### config.mk
export PLATFORM = sky130hd
export DESIGN_NAME = instr_fetch
export DESIGN_NICKNAME = d
export VERILOG_FILES = /design/src/rtl/instr_fetch_pkg.sv /design/src/rtl/instr_fetch_buffer.sv /design/src/rtl/instr_fetch.sv
export SDC_FILE = /design/constraint.sdc
export NUM_CORES = 1
export LEC_CHECK = 0
export BUFFER_PORTS_ARGS = -buffer_cell sky130_fd_sc_hd__buf_2
export CORE_MARGIN = 5
export CORE_UTILIZATION = 40
export CTS_CLUSTER_SIZE = 14
export DETAILED_ROUTE_END_ITERATION = 10
export PLACE_DENSITY_LB_ADDON = 0.25
export SLEW_MARGIN = 20
export SYNTH_ARGS = -nofsm -noshare
export SYNTH_HDL_FRONTEND = slang
export SYNTH_SLANG_ARGS = --single-unit
### constraint.sdc
create_clock -name clk -period 6.7 [get_ports clk]
set_clock_uncertainty 0.05 [all_clocks]
set_input_delay 0 -clock clk [delete_from_list [all_inputs] [get_ports clk]]
set_output_delay 0 -clock clk [all_outputs]
set_load 0.02 [all_outputs]
### src/rtl/instr_fetch_pkg.sv
// Shared widths, instruction-word field positions and buffer sizing for the
// instruction fetch unit.
package instr_fetch_pkg;

    localparam int DATA_WIDTH        = 8;
    localparam int ADDR_WIDTH        = 12;
    localparam int INSTRUCTION_WIDTH = 16;

    localparam int OPCODE_MSB = 15;
    localparam int OPCODE_LSB = 8;
    localparam int ARG_MSB    = 7;
    localparam int ARG_LSB    = 0;

    localparam int BUF_DEPTH   = 2;
    localparam int COUNT_WIDTH = 2;

    typedef struct packed {
        logic [DATA_WIDTH-1:0] opcode;
        logic [DATA_WIDTH-1:0] arg;
        logic [ADDR_WIDTH-1:0] addr;
    } fetch_entry_t;

    function automatic fetch_entry_t make_entry(
        input logic [INSTRUCTION_WIDTH-1:0] word,
        input logic [ADDR_WIDTH-1:0]        addr
    );
        fetch_entry_t e;
        e.opcode = word[OPCODE_MSB:OPCODE_LSB];
        e.arg    = word[ARG_MSB:ARG_LSB];
        e.addr   = addr;
        return e;
    endfunction

endpackage

### src/rtl/instr_fetch_buffer.sv
// Two-entry instruction FIFO; flush empties it and takes precedence over
// any push or pop in the same cycle.
module fetch_buffer
    import instr_fetch_pkg::*;
(
    input  logic                   clk,
    input  logic                   reset,
    input  logic                   push,
    input  logic                   pop,
    input  logic                   flush,
    input  fetch_entry_t           push_entry,
    output fetch_entry_t           head_entry,
    output logic [COUNT_WIDTH-1:0] count
);

    fetch_entry_t entries [BUF_DEPTH];
    logic         wr_ptr;
    logic         rd_ptr;

    always_ff @(posedge clk) begin
        if (reset || flush) begin
            wr_ptr <= 1'b0;
            rd_ptr <= 1'b0;
            count  <= '0;
        end else begin
            if (push) begin
                wr_ptr <= ~wr_ptr;
            end
            if (pop) begin
                rd_ptr <= ~rd_ptr;
            end
            count <= count + COUNT_WIDTH'(push) - COUNT_WIDTH'(pop);
        end
    end

    // Payload storage needs no reset; it is only observed while count != 0.
    always_ff @(posedge clk) begin
        if (push && !flush && !reset) begin
            entries[wr_ptr] <= push_entry;
        end
    end

    assign head_entry = entries[rd_ptr];

endmodule

### src/rtl/instr_fetch.sv
// Instruction fetch unit: issues program-memory reads, buffers up to two
// returned instructions and hands them to the control unit with valid/ready.
module instr_fetch
    import instr_fetch_pkg::*;
(
    input  logic                         clk,
    input  logic                         reset,
    output logic [ADDR_WIDTH-1:0]        MEM_ADDR,
    output logic                         MEM_RD,
    input  logic [INSTRUCTION_WIDTH-1:0] MEM_DATA_IN,
    output logic [DATA_WIDTH-1:0]        INSTR_OUT,
    output logic [DATA_WIDTH-1:0]        ARG_OUT,
    output logic [ADDR_WIDTH-1:0]        PC_OUT,
    output logic                         INSTR_VALID,
    input  logic                         INSTR_READY,
    input  logic                         JUMP_EN,
    input  logic [ADDR_WIDTH-1:0]        JUMP_ADDR
);

    // Handshake: a head instruction moves to the control unit on every rising
    // edge where INSTR_VALID and INSTR_READY are both 1; the head stays stable
    // otherwise. Memory reads return data exactly one cycle after MEM_RD.

    logic [ADDR_WIDTH-1:0]  fetch_pc;
    logic [ADDR_WIDTH-1:0]  flight_addr;
    logic                   in_flight;
    logic                   squash;
    logic                   pop;
    logic                   push;
    logic [COUNT_WIDTH-1:0] count;
    logic [COUNT_WIDTH:0]   pending;
    fetch_entry_t           head_entry;
    fetch_entry_t           push_entry;

    fetch_buffer u_buffer (
        .clk        (clk),
        .reset      (reset),
        .push       (push),
        .pop        (pop),
        .flush      (JUMP_EN),
        .push_entry (push_entry),
        .head_entry (head_entry),
        .count      (count)
    );

    always_comb begin
        INSTR_VALID = !reset && (count != '0);
        pop         = INSTR_VALID && INSTR_READY;
        // Slots already claimed once this cycle's pop is accounted for.
        pending     = (COUNT_WIDTH+1)'(count) + (COUNT_WIDTH+1)'(in_flight)
                      - (COUNT_WIDTH+1)'(pop);
        MEM_RD      = !reset && !JUMP_EN && (pending < (COUNT_WIDTH+1)'(BUF_DEPTH));
        MEM_ADDR    = reset ? '0 : fetch_pc;
        // A response arriving in a redirect cycle belongs to the old stream.
        push        = in_flight && !squash && !JUMP_EN;
        push_entry  = make_entry(MEM_DATA_IN, flight_addr);
        INSTR_OUT   = INSTR_VALID ? head_entry.opcode : '0;
        ARG_OUT     = INSTR_VALID ? head_entry.arg    : '0;
        PC_OUT      = INSTR_VALID ? head_entry.addr   : '0;
    end

    always_ff @(posedge clk) begin
        if (reset) begin
            fetch_pc    <= '0;
            flight_addr <= '0;
            in_flight   <= 1'b0;
            squash      <= 1'b0;
        end else begin
            in_flight <= MEM_RD;
            squash    <= JUMP_EN && in_flight;
            if (JUMP_EN) begin
                fetch_pc <= JUMP_ADDR;
            end else if (MEM_RD) begin
                flight_addr <= fetch_pc;
                fetch_pc    <= fetch_pc + ADDR_WIDTH'(1);
            end
        end
    end

endmodule
**Word-level counts from Yosys, hierarchy flattened**

Memory sizes are Yosys's and may differ from the RTL's. A register that Yosys moved wholly into a read port is not among the register bits.
Index checks and enable logic that the tools add are counted.

- Register bits after elaboration: 30
- Memory bits (writable): 56
- Bits of input ports: 32
- Word-level logic and storage cells: 43
- Memories: 1

- Bitwise operators: 3
- Add/sub/neg operators: 5
- Muxes and demuxes: 10
- Reduce and logical (&&, ||, !) cells: 16
- Magnitude comparators: 1

Memory list:

| name | depth | bits a word | read ports | clocked after memory_dff | wr ports | RTL line | text |
|---|---|---|---|---|---|---|---|
| u_buffer.entries | 2 | 28 | 1 | 1 | 1 | instr_fetch_buffer.sv:16 | `fetch_entry_t entries [BUF_DEPTH];` |

Operator list:

| operator | count |
|---|---|
| $mux W12 | 4 |
| $mux W8 | 2 |
| $add A12 B1 Y12 const B | 1 |
| $logic_and A1 B1 Y1 | 9 |
| $mux W1 | 4 |
| $reduce_bool A2 Y1 | 2 |
| $add A2 B1 Y3 | 1 |
| $logic_not A1 Y1 | 3 |
| $lt A3 B2 Y1 const B | 1 |
| $not A1 Y1 | 3 |
| $sub A3 B1 Y3 | 1 |
| $add A2 B1 Y2 | 1 |
| $reduce_and A2 Y1 | 1 |
| $sub A2 B1 Y2 | 1 |
| $logic_or A1 B1 Y1 | 1 |

**Longest topological paths before layout**

Gate-level depths: netlist of run 1.

- Word-level depth: 8
- Depth in mapped cells: 12

**Cells and area by module**

Synthesis of run 1 repeated with hierarchy kept, for this count alone.

- Cells, all modules: 284
- Area, all modules: 3,862.5 µm²

Modules (own cells, without submodules):

| module | cells each | area an instance (µm²) | times used |
|---|---|---|---|
| fetch_buffer | 107 | 2,341.0 | 1 |
| instr_fetch | 177 | 1,521.5 | 1 |

**Worst setup path before layout of run 1**

Ideal clock, no wire load.

- Path type: register -> register
- From: register squash
- To: memory u_buffer.entries[1][0] (netlist name) (enable)
- Data arrival time: 3,437 ps
- Path slack: 2,720 ps
- Required time: 6,157 ps
- Stages on the path, launching flop included: 3
- Library setup time: 493 ps
- Path through: dfxtp_1 nand2b_1 nor4b_1

- Word-level cells in the longest chain between the ends: 7

Ends and longest elaborated chain:

| item | RTL line | text |
|---|---|---|
| start: declaration | instr_fetch.sv:27 | `logic squash;` |
| start signal: assignment | instr_fetch.sv:70 | `squash <= JUMP_EN && in_flight;` |
| $logic_not A1 Y1 | instr_fetch.sv:55 | `push = in_flight && !squash && !JUMP_EN;` |
| $logic_and A1 B1 Y1 (2 in a row) | instr_fetch.sv:55 |  |
| $logic_and A1 B1 Y1 (2 in a row) | instr_fetch_buffer.sv:38 | `if (push && !flush && !reset) begin` |
| $mux W1 | instr_fetch_buffer.sv:38 |  |
| $mux W1 (implied by the code) | instr_fetch_buffer.sv:39 | `entries[wr_ptr] <= push_entry;` |
| end: declaration | instr_fetch_buffer.sv:16 |  |

Every way passes these cells.

**Final worst setup path of run 1**

- From: register u_buffer.count[1]
- To: register fetch_pc[8]

- Word-level cells in the longest chain between the ends: 7

Ends and longest elaborated chain:

| item | RTL line | text |
|---|---|---|
| start: declaration | instr_fetch_buffer.sv:13 | `output logic [COUNT_WIDTH-1:0] count` |
| start signal: assignment | instr_fetch_buffer.sv:32 | `count <= count + COUNT_WIDTH'(push) - COUNT_WIDTH'(pop);` |
| $reduce_bool A2 Y1 | instr_fetch.sv:47 | `INSTR_VALID = !reset && (count != '0);` |
| $logic_and A1 B1 Y1 | instr_fetch.sv:47 |  |
| $logic_and A1 B1 Y1 | instr_fetch.sv:48 | `pop = INSTR_VALID && INSTR_READY;` |
| net pop | instr_fetch.sv:28 | `logic pop;` |
| $sub A3 B1 Y3 | instr_fetch.sv:51 | `- (COUNT_WIDTH+1)'(pop);` |
| $lt A3 B2 Y1 | instr_fetch.sv:52 | `MEM_RD = !reset && !JUMP_EN && (pending < (COUNT_WIDTH+1)'(BUF_DEPTH));` |
| $logic_and A1 B1 Y1 | instr_fetch.sv:52 |  |
| $reduce_bool A2 Y1 (no source line) | n/a |  |
| end signal: assignment | instr_fetch.sv:75 | `fetch_pc <= fetch_pc + ADDR_WIDTH'(1);` |
| end: declaration | instr_fetch.sv:24 | `logic [ADDR_WIDTH-1:0] fetch_pc;` |

The timed path passes the listed nets, and every way through them passes these cells.
A chain may end at the register's enable or synchronous reset.

==> impl_summary.log, run 1 <==
[metrics] final layout net count: 428
[metrics] post-route cell area: about 0.0046 mm²
[metrics] root buffer cell: clkbuf_8
[metrics] kind of end point of the critical path: flip-flop
[metrics] mux cell area share after synthesis: between 10% and 20%
[metrics] average size of a mapped cell: about 13 µm²
[metrics] static leakage: about 1.9 nW
[metrics] area share of xor/xnor cells in the synthesized design: approximately 3.1%
[metrics] Setup Fix Bufs, Post-CTS: 0
[metrics] Sum Neg Setup Slack: 0 ns
[metrics] post-detailed-route count of antenna-violating nets: 0
[metrics] number of clock sinks: 87
[metrics] area share of and/or/nand/nor cells after synthesis: roughly 14%
[metrics] clock network fraction of design power: 36.2%
[metrics] biggest fanout along the worst timing path: 29
[metrics] distinct cell type count after synthesis: 43
[metrics] crit share post-route: a little over half
[metrics] vias in the first global route: approximately 2600
[metrics] Mapped Cells: 290
[metrics] number of buffers created by CTS: 9
[metrics] Worst Hold Slack: 0.0388 ns
[metrics] overall die area: between 0.01 and 0.015 mm²
[metrics] met2 usage in global routing: 22.5%
[metrics] post-synthesis instance area: around 0.0036 mm²
[metrics] GRT met3 Usage: about 3.6%
[metrics] count of endpoints failing setup in the final report: 0
[metrics] sum of net half-perimeters after detailed placement: approximately 4700 µm
[metrics] Hold Fails Final Rpt: 0
[metrics] combinational share of power: ~7.6%
[metrics] Post-CTS Resized: 0
[metrics] Synth async-reset ratio: 0%
[metrics] total power per unit cell area: 229 mW/mm²
[metrics] internal power: just over 0.8 mW
[metrics] main combinational cell family by area after synthesis: simple AND/OR/NAND/NOR gates
[metrics] maximum resistive drop on vdd: 0.000115 V
[metrics] share of power burned in registers: ~56%
[metrics] final wirelength: slightly above 7000 µm
[metrics] final setup margin: slightly above 3 ns
[metrics] endpoint arrival time on the critical path: approximately 3.7 ns
[metrics] number of H-tree levels: 3
[metrics] power dissipated by switching net loads: between 0.2 and 0.25 mW
[metrics] Top Usage Layer GRT: met2
[metrics] dominant synthesized flop cell: edfxtp_1
[metrics] largest net degree at the start of global routing: 43
[metrics] floorplan die height: ~110 µm
[metrics] starting density of the core: about two fifths
[metrics] launching element of the worst setup path: u_buffer.count[1]
[metrics] number of buffers added on ports: 73
[metrics] wire length per cell: about 14 µm
[metrics] number of antenna violations at the first check in global routing: 0
[metrics] first-pass GRT wire length: about 12000 µm
[metrics] clock tree from TritonCTS: built
[metrics] share of synthesized area occupied by flip-flops and latches: 63.2%
[metrics] post-synthesis compound-gate area fraction: under 10%
[metrics] global routing usage summed across all routing layers: between 10 and 15%
[metrics] hold path start: INSTR_READY
[metrics] sum of overflow across all layers after global routing: 0
[metrics] remaining max-slew budget at the tightest pin: between 40 and 50%
[metrics] achievable frequency: roughly 0.28 GHz
[metrics] Least-Margin Pin Slew: 0.883 ns
[metrics] Data required, critical path: a little under 7 ns
[metrics] Skew-Pair Late Insertion Delay: between 0.3 and 0.4 ns
[metrics] row cnt: 34
[metrics] vias after detailed routing: around 2400
[metrics] unrepaired setup endpoints after global routing: false
[metrics] GP Congestion: between 0.8 and 0.9
[metrics] drc violations: 0
[metrics] CTS max path bufs: 2
[metrics] standard cell core area: about 0.009 mm²
[metrics] number of synthesized register bits: 87
[metrics] minimum setup slack after placement: between 2 and 3 ns
[metrics] global routing usage on met1: between 10% and 20%
[metrics] antenna diode count: 0
[metrics] Synth Net Count: between 300 and 400
[metrics] number of enable-type register cells in the synthesized netlist: 56
[metrics] 1st-iter DRT viols: 114
[metrics] kind of critical path: reg -> reg
[metrics] worst hold path type: in -> reg
[metrics] Tmin final: approximately 3.6 ns
[metrics] switching portion of total power: 21.4%
[metrics] YS warnings: 0
[metrics] area grow syn2layout: 26.5%
[metrics] max-capacitance violation count: 0
[metrics] chip width: between 100 and 150 µm
[metrics] fraction of final layout cells with drive strength greater than 1: between 20% and 30%
[metrics] reg2reg start: u_buffer.count[1]
[metrics] result of the run: complete, no violations
[metrics] per-cell via count in the routed design: approximately 4.8
[metrics] detailed-routing iteration count for the pre-antenna-repair pass: 4
[metrics] share of synthesized cell area in full adder, half adder and majority cells: 1.92%
[metrics] Critical Path Start Type: flip-flop
[metrics] DP Area: 0.00411 mm²
[metrics] Final Max Tran Viols: 0
[metrics] number of top-level pins: 74
[metrics] clock slew seen by the registers of the worst setup and hold paths: roughly 0.070 ns
## repair_timing
item / 4_1_cts / 5_1_grt
hold endpoints to repair: 45 / 0
setup endpoints to repair: 0 / 0
hold buffers: 29 / 0
## logic make-up after synthesis
family | count (synthesis)
AO/OA/AOI/OAI | 16
XOR/XNOR | 12
adder cells (fa/ha/maj) | 5
buffers and inverters | 24
flip-flops | 87
multiplexers | 40
AND/OR/NAND/NOR | 106
## state kept, by name, indices dropped and copies added, names as in the netlist, named ones only
| name | flops |
|---|---|
| u_buffer.wr_ptr | 1 |
| u_buffer.count | 2 |
| flight_addr | 12 |
| u_buffer.entries | 56 |
| in_flight | 1 |
| u_buffer.rd_ptr | 1 |
| squash | 1 |
| fetch_pc | 12 |
## cell usage after synthesis (4+ instances only)
master / number / area share (%)
nor2_1: 60 / 6.2
edfxtp_1: 56 / 46
mux2i_1: 40 / 11
dfxtp_1: 31 / 17
nor2b_1: 11 / 1.9
inv_1: 9 / 0.93
a211oi_1: 7 / 1.4
clkbuf_1: 7 / 0.72
nand2_1: 7 / 0.72
xor2_1: 6 / 1.4
nand3_1: 5 / 0.69
xnor2_1: 5 / 1.2
buf_2: 4 / 0.55
ha_1: 4 / 1.4
nand4_1: 4 / 0.69
## critical path, cell delays in order (launching register included)
cell and delay, ns:
dfxtp_1 0.41, o21bai_2 0.16, buf_4 0.33, inv_1 0.09
and2_1 0.19, ha_1 0.29, inv_1 0.07, nand2_1 0.06
fa_1 0.43, xnor2_2 0.35, nand3_2 0.43, o311ai_0 0.44
a31oi_1 0.12
## power by group through the flow
| stage | clock network, mW | registers [mW] | logic (mW) |
|---|---|---|---|
| 5_1_grt | 0.420 | 0.596 | 0.0884 |
| 3_3_place_gp | 0 | 0.606 | 0.0660 |
| 3_5_place_dp | 0 | 0.606 | 0.0676 |
| 4_1_cts | 0.396 | 0.594 | 0.0808 |
| 6_report | 0.383 | 0.594 | 0.0801 |
| 2_1_floorplan | 0 | 0.602 | 0.0456 |
## final timing paths
| check | slack [ns] | end | cells past startpoint |
|---|---|---|---|
| worst max-delay path | 3.12 | fetch_pc[8] | 12 |
| worst min-delay path | 0.04 | u_buffer.rd_ptr | 4 |
| worst max register to register | 3.12 | fetch_pc[8] | 12 |
| worst min register to register | 0.41 | u_buffer.entries[1][8] | 0 |
## per-layer routing
layer / part of all wire, % / wire (µm) / vias to the layer above
met3: 5.6 / 405 / 8
li1: - / - / 1230
met2: 47 / 3420 / 64
met1: 46 / 3310 / 1135
met5: 0 / 0 / -
met4: 0.89 / 64 / 0
## final cells by class
class	instances	area (µm²)
repair buffers	105	678
flip-flops and latches	87	2300
clock inverters	5	82.6
fillers	751	4200
inverters	9	33.8
clock buffers	11	131
well taps	108	135
multi-input cells	179	1250
## cells in the final DEF (no fill, tap or decap), types with 2 or more instances in the layout
master / instances
a311oi_1: 3
nand4_1: 4
clkbuf_1: 2
nand2_1: 7
clkinv_4: 2
edfxtp_1: 56
inv_1: 9
xor2_1: 6
a211oi_1: 7
buf_4: 3
and2_1: 3
dfxtp_1: 30
bufinv_16: 2
buf_2: 73
nor2b_1: 11
nor2_1: 60
dlygate4sd3_1: 29
ha_1: 4
mux2i_1: 40
nand2b_1: 3
clkbuf_8: 9
nand3_1: 5
xnor2_1: 5
## stage by stage
step                      utilization (%)  power [mW]  cells
after CTS                            52.4        1.07    504
final                                52.4        1.06    504
after floorplan                         -       0.647    290
after global placement               46.6       0.672    459
after global routing                 52.4        1.11    504
after detailed placement             46.6       0.674    459
(Power assumes the default switching activity.)
==> run 2, diff against run 1 <==
==> constraint.sdc (replaced) <==
create_clock -name clk -period 3.5 [get_ports clk]
set_clock_uncertainty 0.05 [all_clocks]
set_input_delay 0 -clock clk [delete_from_list [all_inputs] [get_ports clk]]
set_output_delay 0 -clock clk [all_outputs]
set_load 0.02 [all_outputs]
==> run 2 against run 1 <==
  * Non-clock buffer count grew 2
  * Worst hold slack better by 0.020 ns
  * Via count decreased by 0.33%
  * Design area rose by 0.81%
  * Worst setup slack worse by 2.7 ns
  * Clock-buffer cell count is 1 lower
  * Global-route usage increased by 0.096 points
  * Clock power is 96% higher
  * Final cell count grew 0.40%
  * Largest power group unchanged
==> impl_summary.log, run 2 (same netlist as run 1, synthesis figures left out) <==
[metrics] result of the run: complete, no violations
[metrics] GP Congestion: 0.800 (-2.8%)
[metrics] first-pass GRT wire length: 12100 µm (unchanged)
[metrics] 1st-iter DRT viols: 77 (-32%)
[metrics] overall die area: 0.0111 mm² (unchanged)
[metrics] R2R Setup Slk: 0.50 ns (-2.62 ns)
[metrics] starting density of the core: 41.4% (unchanged)
[metrics] wire length per cell: 14.3 µm (+0.20%)
[metrics] total power per unit cell area: 440 mW/mm² (+92%)
[metrics] DP Area: 0.00414 mm² (+0.79%)
[metrics] Top reg by flops: u_buffer.entries
[metrics] post-detailed-route count of antenna-violating nets: 0 (unchanged)
[metrics] number of clock sinks: 87 (unchanged)
[metrics] standard cell core area: 0.00881 mm² (unchanged)
[metrics] number of buffers added on ports: 73 (unchanged)
[metrics] Post-CTS Resized: 0 (unchanged)
[metrics] drc violations: 0 (unchanged)
[metrics] per-cell via count in the routed design: 4.80 (-0.72%)
[metrics] most common cell after layout, fill and taps aside: buf_2
[metrics] count of endpoints failing setup in the final report: 0 (unchanged)
[metrics] floorplan die height: 105 µm (unchanged)
[metrics] final setup margin: 0.421 ns (-2.70 ns)
[metrics] crit share post-route: between 80 and 90%
[metrics] Critical Path Start Type: flip-flop
[metrics] clock tree from TritonCTS: built
[metrics] maximum resistive drop on vdd: 0.000228 V (+98%)
[metrics] Data required, critical path: 3.45 ns (-3.39 ns)
[metrics] achievable frequency: 0.325 GHz
[metrics] Sum Neg Setup Slack: 0 ns (unchanged)
[metrics] number of buffers created by CTS: 9 (unchanged)
[metrics] number of H-tree levels: 3 (unchanged)
[metrics] kind of end point of the critical path: output pin
[metrics] number of antenna violations at the first check in global routing: 0 (unchanged)
[metrics] largest registers: u_buffer.entries x56, fetch_pc x12, flight_addr x12
[metrics] biggest fanout along the worst timing path: 14 (-52%)
[metrics] remaining max-slew budget at the tightest pin: 41.1% (about the same)
[metrics] kind of critical path: reg -> out
[metrics] max-capacitance violation count: 0 (unchanged)
[metrics] CTS max path bufs: 2 (unchanged)
[metrics] row cnt: 34 (unchanged)
[metrics] largest net degree at the start of global routing: 42 (-2.3%)
[metrics] vias after detailed routing: 2429 (-0.33%)
[metrics] detailed-routing iteration count for the pre-antenna-repair pass: 4 (unchanged)
[metrics] clock slew seen by the registers of the worst setup and hold paths: 0.08 ns (about the same)
[metrics] number of flip-flops under the largest register name: 56 (unchanged)
[metrics] unrepaired setup endpoints after global routing: false
[metrics] fraction of final layout cells with drive strength greater than 1: 26.4% (+0.62 points)
[metrics] global routing usage summed across all routing layers: 13.6% (+0.096 points)
[metrics] root buffer cell: clkbuf_8
[metrics] number of top-level pins: 74 (unchanged)
[metrics] area grow syn2layout: 27.5%
[metrics] endpoint arrival time on the critical path: 3.03 ns (-0.69 ns)
[metrics] vias in the first global route: 2454 (-3.9%)
[metrics] Hold Fails Final Rpt: 0 (unchanged)
[metrics] chip width: 105 µm (unchanged)
[metrics] Final Max Tran Viols: 0 (unchanged)
[metrics] static leakage: 1.87 nW (+0.97%)
[metrics] Least-Margin Pin Slew: 0.883 ns (-0.000251 ns)
[metrics] sum of overflow across all layers after global routing: 0 (unchanged)
[metrics] commonest cells after routing, fill and taps aside: buf_2, nor2_1, edfxtp_1
[metrics] Setup Fix Bufs, Post-CTS: 0 (unchanged)
[metrics] final layout net count: 430 (+0.47%)
[metrics] sum of net half-perimeters after detailed placement: 4770 µm (+1.3%)
[metrics] antenna diode count: 0 (unchanged)
[metrics] Tmin final: between 3 and 4 ns
[metrics] minimum setup slack after placement: 0.514 ns (-2.30 ns)
[metrics] final wirelength: 7240 µm (+0.60%)
[metrics] post-route cell area: 0.00465 mm² (+0.81%)
[metrics] Skew-Pair Late Insertion Delay: 0.34 ns (about the same)
[metrics] total power of the final layout: 2.05 mW (+94%)
[metrics] worst hold path type: in -> reg
-- run 2: final timing paths --
| check | end | startpoint | cells past startpoint |
|---|---|---|---|
| worst min-delay path | u_buffer.rd_ptr | INSTR_READY | 4 |
| worst min register to register | u_buffer.entries[1][1] | flight_addr[1] | 0 |
| worst max register to register | fetch_pc[10] | u_buffer.count[1] | 11 |
| worst max-delay path | MEM_RD | u_buffer.count[1] | 12 |
-- run 2: what timing repair did --
action                                 in CTS  in global routing
hold buffers                               29                  0
endpoints found under the hold margin      45                  0
setup endpoints to repair                   0                  0
-- run 2: through the flow --
stage               utilization [%]  hold WS, ns  std cells
floorplan                         -       0.0489        290
global placement               47.0        0.139        461
detailed placement             47.0        0.146        461
CTS                            52.8       0.0444        506
global route                   52.8       0.0846        506
finish                         52.8       0.0591        506
-- run 2: critical path, cell delays in order, from the launching register on --
cell,delay (ns)
dfxtp_1,0.40
o21bai_2,0.19
inv_1,0.06
and2_1,0.18
ha_1,0.31
inv_1,0.09
nand2_1,0.07
fa_1,0.45
xnor2_2,0.36
nand3_2,0.13
buf_4,0.23
inv_1,0.07
buf_2,0.15
-- run 2: final cells by class --
| type | count | area [µm²] |
|---|---|---|
| clock buffer | 10 | 128 |
| clock inverter | 6 | 91.3 |
| sequential | 87 | 2300 |
| multi-input combinational | 179 | 1260 |
| timing repair buffer | 107 | 693 |
| inverter | 9 | 33.8 |
| fill | 766 | 4160 |
| tap | 108 | 135 |
-- run 2: power breakdown --
| part | switching [mW] | internal, mW |
|---|---|---|
| combinational | 0.0807 | 0.0768 |
| clock | 0.345 | 0.407 |
| sequential | 0.0237 | 1.11 |
| total | 0.449 | 1.60 |
-- run 2: routing by layer --
layer / vias up / track usage, % / part of all wire, %
met1: 1124 / 17.4 / 47
met2: 66 / 22.0 / 47
met4: 0 / 4.31 / 0.88
met3: 6 / 4.28 / 5.9
met5: - / 0 / 0
li1: 1233 / - / -
